File: config.mk
export PLATFORM = sky130hd
export DESIGN_NAME = uart_tx_fifo
export DESIGN_NICKNAME = d
export VERILOG_FILES = /design/src/rtl/mspu_uart_pkg.sv /design/src/rtl/sync_fifo.sv /design/src/rtl/uart_tx_fifo.sv
export SDC_FILE = /design/constraint.sdc
export NUM_CORES = 1
export LEC_CHECK = 0
export CAP_MARGIN = 10
export CORE_MARGIN = 2
export CORE_UTILIZATION = 40
export DETAILED_ROUTE_END_ITERATION = 10
export GPL_TIMING_DRIVEN = 0
export SETUP_SLACK_MARGIN = 0.2
export SYNTH_ARGS = -nofsm -noshare
export SYNTH_HDL_FRONTEND = slang
export SYNTH_SLANG_ARGS = --single-unit
File: constraint.sdc
create_clock -name clk -period 4.1 [get_ports clk]
set_input_delay 1.025 -clock clk [delete_from_list [all_inputs] [get_ports clk]]
set_output_delay 1.025 -clock clk [all_outputs]
set_load 0.01 [all_outputs]
File: src/rtl/mspu_uart_pkg.sv
// Shared definitions for the memory-mapped UART transmitter.
package mspu_uart_pkg;

   typedef enum logic [1:0] {IDLE, START, DATA, STOP} uart_tx_state_t;

   localparam logic [31:0] UART_ADDR            = 32'h1000_0000;
   localparam int          DEFAULT_CLKS_PER_BIT = 868;

endpackage

File: src/rtl/sync_fifo.sv
// Circular FIFO with a combinational head read; a push into a full FIFO is
// only taken when a pop frees the head slot on the same edge.
module sync_fifo #(
   parameter int WIDTH = 8,
   parameter int AW    = 4
) (
   input  logic             clk,
   input  logic             reset,
   input  logic             push,
   input  logic [WIDTH-1:0] din,
   input  logic             pop,
   output logic [WIDTH-1:0] dout,
   output logic [AW:0]      count,
   output logic             full,
   output logic             empty
);

   localparam int DEPTH = 2 ** AW;

   logic [WIDTH-1:0] mem [DEPTH];
   logic [AW-1:0]    wr_ptr;
   logic [AW-1:0]    rd_ptr;
   logic             do_push;
   logic             do_pop;

   assign do_pop  = pop && !empty;
   assign do_push = push && (!full || do_pop);

   always_ff @(posedge clk or negedge reset) begin
      if (!reset) begin
         wr_ptr <= '0;
         rd_ptr <= '0;
         count  <= '0;
      end else begin
         if (do_push) wr_ptr <= wr_ptr + 1'b1;
         if (do_pop)  rd_ptr <= rd_ptr + 1'b1;
         case ({do_push, do_pop})
            2'b10:   count <= count + 1'b1;
            2'b01:   count <= count - 1'b1;
            default: count <= count;
         endcase
      end
   end

   // Storage carries no reset; only the pointers define what is valid.
   always_ff @(posedge clk) begin
      if (do_push) mem[wr_ptr] <= din;
   end

   assign dout  = mem[rd_ptr];
   assign full  = count[AW];
   assign empty = (count == '0);

endmodule

File: src/rtl/uart_tx_fifo.sv
// Fire-and-forget UART transmitter: buffers bytes stored by the core and
// sends them 8N1, LSB first; writes to a full buffer are dropped and flagged.
module uart_tx_fifo
   import mspu_uart_pkg::*;
#(
   parameter int CLKS_PER_BIT = DEFAULT_CLKS_PER_BIT,
   parameter int FIFO_AW      = 4
) (
   input  logic               clk,
   input  logic               reset,
   input  logic [31:0]        uart_dout,
   input  logic               uart_we,
   output logic               txd,
   output logic               busy,
   output logic [FIFO_AW:0]   fifo_count,
   output logic               fifo_full,
   output logic               overflow
);

   localparam int                BAUD_W    = $clog2(CLKS_PER_BIT);
   localparam logic [BAUD_W-1:0] BAUD_LAST = BAUD_W'(CLKS_PER_BIT - 1);

   uart_tx_state_t    state, state_n;
   logic [BAUD_W-1:0] baud_cnt, baud_n;
   logic [2:0]        bit_idx, bit_n;
   logic [7:0]        shift_reg, shift_n;
   logic              txd_n;
   logic              baud_last;
   logic              pop;
   logic              fifo_empty;
   logic [7:0]        fifo_dout;
   logic              unused_upper;

   assign unused_upper = ^uart_dout[31:8];

   sync_fifo #(
      .WIDTH (8),
      .AW    (FIFO_AW)
   ) u_fifo (
      .clk   (clk),
      .reset (reset),
      .push  (uart_we),
      .din   (uart_dout[7:0]),
      .pop   (pop),
      .dout  (fifo_dout),
      .count (fifo_count),
      .full  (fifo_full),
      .empty (fifo_empty)
   );

   assign baud_last = (baud_cnt == BAUD_LAST);
   assign pop       = !fifo_empty && ((state == IDLE) || ((state == STOP) && baud_last));
   assign busy      = (state != IDLE) || (fifo_count != '0);

   always_comb begin
      state_n = state;
      baud_n  = baud_cnt;
      bit_n   = bit_idx;
      shift_n = shift_reg;
      case (state)
         IDLE: begin
            baud_n = '0;
            if (pop) begin
               state_n = START;
               shift_n = fifo_dout;
            end
         end
         START: begin
            baud_n = baud_cnt + 1'b1;
            if (baud_last) begin
               state_n = DATA;
               baud_n  = '0;
               bit_n   = '0;
            end
         end
         DATA: begin
            baud_n = baud_cnt + 1'b1;
            if (baud_last) begin
               baud_n = '0;
               if (bit_idx == 3'd7) state_n = STOP;
               else                 bit_n   = bit_idx + 1'b1;
            end
         end
         STOP: begin
            baud_n = baud_cnt + 1'b1;
            if (baud_last) begin
               baud_n = '0;
               // Reload on the final stop cycle so frames run back to back.
               if (pop) begin
                  state_n = START;
                  shift_n = fifo_dout;
               end else begin
                  state_n = IDLE;
               end
            end
         end
         default: begin
            state_n = IDLE;
            baud_n  = '0;
         end
      endcase

      // The line level is computed from the next state so it can be registered.
      case (state_n)
         START:   txd_n = 1'b0;
         DATA:    txd_n = shift_n[bit_n];
         default: txd_n = 1'b1;
      endcase
   end

   always_ff @(posedge clk or negedge reset) begin
      if (!reset) begin
         state     <= IDLE;
         baud_cnt  <= '0;
         bit_idx   <= '0;
         shift_reg <= '0;
         txd       <= 1'b1;
         overflow  <= 1'b0;
      end else begin
         state     <= state_n;
         baud_cnt  <= baud_n;
         bit_idx   <= bit_n;
         shift_reg <= shift_n;
         txd       <= txd_n;
         if (uart_we && fifo_full && !pop) overflow <= 1'b1;
      end
   end

endmodule
==> reports/metrics.yaml <==
die:
  rows: 48
  coreArea_um2: 17200
  die_area_um2: 18600
  pin_count: 44
  start_util_pct: 40.7
  die_h_um: 136
  dieWidth_um: 136
pwr:
  internal_power_mw: 3.12
  sw_frac_of_total_pct: 25.2
  p_seq_share_pct: 48.4
  cellPowerDensity_nw_per_um2: 511
  power_frac_comb_pct: 11.8
  p_sw_mw: 1.05
  p_clk_share_pct: 39.8
  ir_drop_uv: 369
  cellLeakagePower_nw: 2.91
clocking:
  clock_sinks: 166
  clock-root-buffer: "clkbuf_16"
  clk_pin_slew_ps: 70
  cts_tree: "done"
  cts-htree-levels: 4
  postCtsSetupBuffers: 0
  cts_resized: 0
  cts_inserted_buffers: 17
  clock_latency_ps: 430
  hold_buffers: 0
  cts_buffer_depth: 2
setup_path:
  rr_endpoint: "u_fifo.count[4]"
  reg2reg_from: "baud_cnt[0]"
  crit_fanout: 8
  reg2reg_depth: 16
  worstSetupEndpointType: "flop"
  critPathRequiredTime_ps: 4410
  worstSetupPathType: "reg2reg"
  arrival_ps: 3760
  ff2ff_setup_slack_ps: 640
  cp-start-kind: "flop"
  critical_path.startpoint: "baud_cnt[0]"
global_routing:
  antenna_found_initial: 0
  grt_pass1_wl_um: 21600
  grt_pass1_vias: 3808
  grt_max_degree: 39
  overflow: 0
  track_usage_pct: 16.2
detailed_routing:
  drtPass1Iterations: 4
  antenna_left: 0
  route.detailed.drc: 0
  finalWirelength_um: 13900
  vias_per_cell: 5.28
  dr_total_vias: 3752
  drt_iter0_markers: 287
  wl_per_cell_um: 19.5
layout:
  fin_nets: 525
  largest_register_ffs: 128
  n_fill_cell: 1472
  area_delta_synth_final_pct: 16.5
  utilization_pct: 47.4
  num_antenna_cells: 0
  drive_gt1_share_pct: 18.9
place:
  gp_congestion: 0.762
  port_buffers: 19
  hpwlAfterDp_um: 9000
job:
  maxCapViolCount: 0
synth:
  synth-edff-count: 128
  ys_async_sr_fraction_pct: 22.9
  synth_top_cell_by_area: "edfxtp_1"
  synth-simple-area-share_pct: 7.14
  synth_compound_area_share_pct: 5.80
  synth_top_family_by_area: "multiplexers"
  synth_ff_type: "edfxtp_1"
  synth_mux_area_share_pct: 10.7
  ys_warn_count: 0
  syn_area_per_cell_um2: 16.3
  synth_seq_cells: 166
  synthCells: 431
  syn-cell-area_um2: 7010
  synthAdderAreaFrac_pct: 3.14
  seq_area_frac_synth_pct: 68.4
  synth.net_count: 483
  synth_top_area_share_pct: 54.8
  synth-xor-area-share_pct: 2.37
  yosys-top-cells-area: "edfxtp_1 55%, dfrtp_1 13%, mux4_2 11%, ha_1 2.9%, a22oi_1 1.7%"
  synth.distinct_cells: 50
timing:
  setup_viol: 0
  period_share_pct: 84.3
  timing_worst_slew_pin_value_ps: 965
  hold_viol_final: 0
  period_minus_slack_ps: 3460
  drv_slew: 0
  slew_headroom_pct: 35.4
  max_freq_ghz: 0.289
  grt_setup_unrepaired: "false"
  hold_ws_ps: 479
  setup_tns_ps: 0
  fin_skew_ps: 12.0
run_status:
  run_status: "finished, final reports clean"
min_path:
  worstHoldEndpoint: "overflow"
  hp-class: "reg2reg"
  min-delay-start: "overflow"
  whs_path_depth: 1
## metal layers
| metal | track usage, % | vias up | wire length (um) |
|---|---|---|---|
| met5 | 0 | - | 0 |
| met1 | 21.2 | 1942 | 6260 |
| met4 | 6.60 | 0 | 182 |
| li1 | - | 1743 | - |
| met3 | 3.43 | 11 | 426 |
| met2 | 26.4 | 56 | 7010 |
## synth_stat cells, types with 2 or more instances
library cell and instances:
a31oi_1 4, nand3_1 7, a21o_1 2, clkbuf_1 14, nor3_1 5, nand4_1 3
and3_1 4, nor2b_1 2, mux4_2 33, nor2_1 27, ha_1 16, and2_1 8
o21ai_0 7, a22o_1 9, dfrtp_1 37, buf_2 5, xor2_1 10, edfxtp_1 128
nor4_1 5, a31o_2 2, a22oi_1 16, a21oi_1 6, inv_1 20, xnor2_1 9
nand2_1 27
## placed cells by master (no fill, tap or decap), types with 5 or more instances in the layout
cell type	count
o21ai_0	7
nand2_1	27
and2_1	8
xnor2_1	9
ha_1	16
clkbuf_16	17
a22o_1	9
buf_2	6
nor2_1	27
clkdlybuf4s50_1	18
a22oi_1	16
nand3_1	7
mux4_2	33
inv_1	20
edfxtp_1	128
clkbuf_1	14
buf_4	5
a21oi_1	6
xor2_1	10
dfrtp_1	37
## critical path: stages, from the launching register on
cell	delay, ps
dfrtp_1	410
ha_1	280
nor3b_4	190
a41oi_1	330
nand2_1	100
and2_1	190
clkbuf_1	200
inv_1	260
ha_1	280
inv_1	100
fa_1	400
inv_1	70
a21o_1	100
a21oi_1	70
xnor2_1	130
nor2_1	70
xor2_1	150
## power by group through the flow
stage               combinational [mW]  clock, mW  sequential (mW)
finish                           0.493       1.66             2.02
global route                     0.549       1.75             2.03
CTS                              0.503       1.69             2.02
detailed placement               0.500          0             2.05
global placement                 0.454          0             2.05
floorplan                        0.279          0             2.05
## area by class of cell
cell class                      instances  area (um^2)  share of cell area [%]
Clock inverter                         15          193                    2.36
Inverter                               20         75.1                   0.918
Buffer                                 21         96.3                    1.18
Tap cell                              225          282                    3.44
Clock buffer                           17          425                    5.20
Sequential cell                       166         4800                    58.7
Multi-Input combinational cell        224         2090                    25.6
Timing Repair Buffer                   23          215                    2.63
## cell families (layout without fill, tap and decap cells)
group	Yosys count	count (layout)
flip-flops	166	166
AND/OR/NAND/NOR	99	99
AO/OA/AOI/OAI	55	55
buffers and inverters	41	96
multiplexers	34	34
XOR/XNOR	19	19
adder cells (fa/ha/maj)	17	17
## per-stage QoR
stage	worst slack, ps	std cells	total power [mW]	cell area, um^2
floorplan	1150	431	2.33	7010
global placement	-162	675	2.50	7490
detailed placement	395	679	2.55	7560
CTS	626	711	4.21	8170
global route	401	711	4.33	8170
finish	643	711	4.18	8170
## how the worst max path moves through the flow
stage	endpoint	slack (ps)
3_5_place_dp	u_fifo.count[4]	400
6_report	u_fifo.count[4]	640
2_1_floorplan	u_fifo.count[4]	1150
3_3_place_gp	u_fifo.mem[1][7]	-160
5_1_grt	u_fifo.count[4]	400
4_1_cts	u_fifo.count[4]	630
No activity file was read; power rests on OpenSTA's default activity.
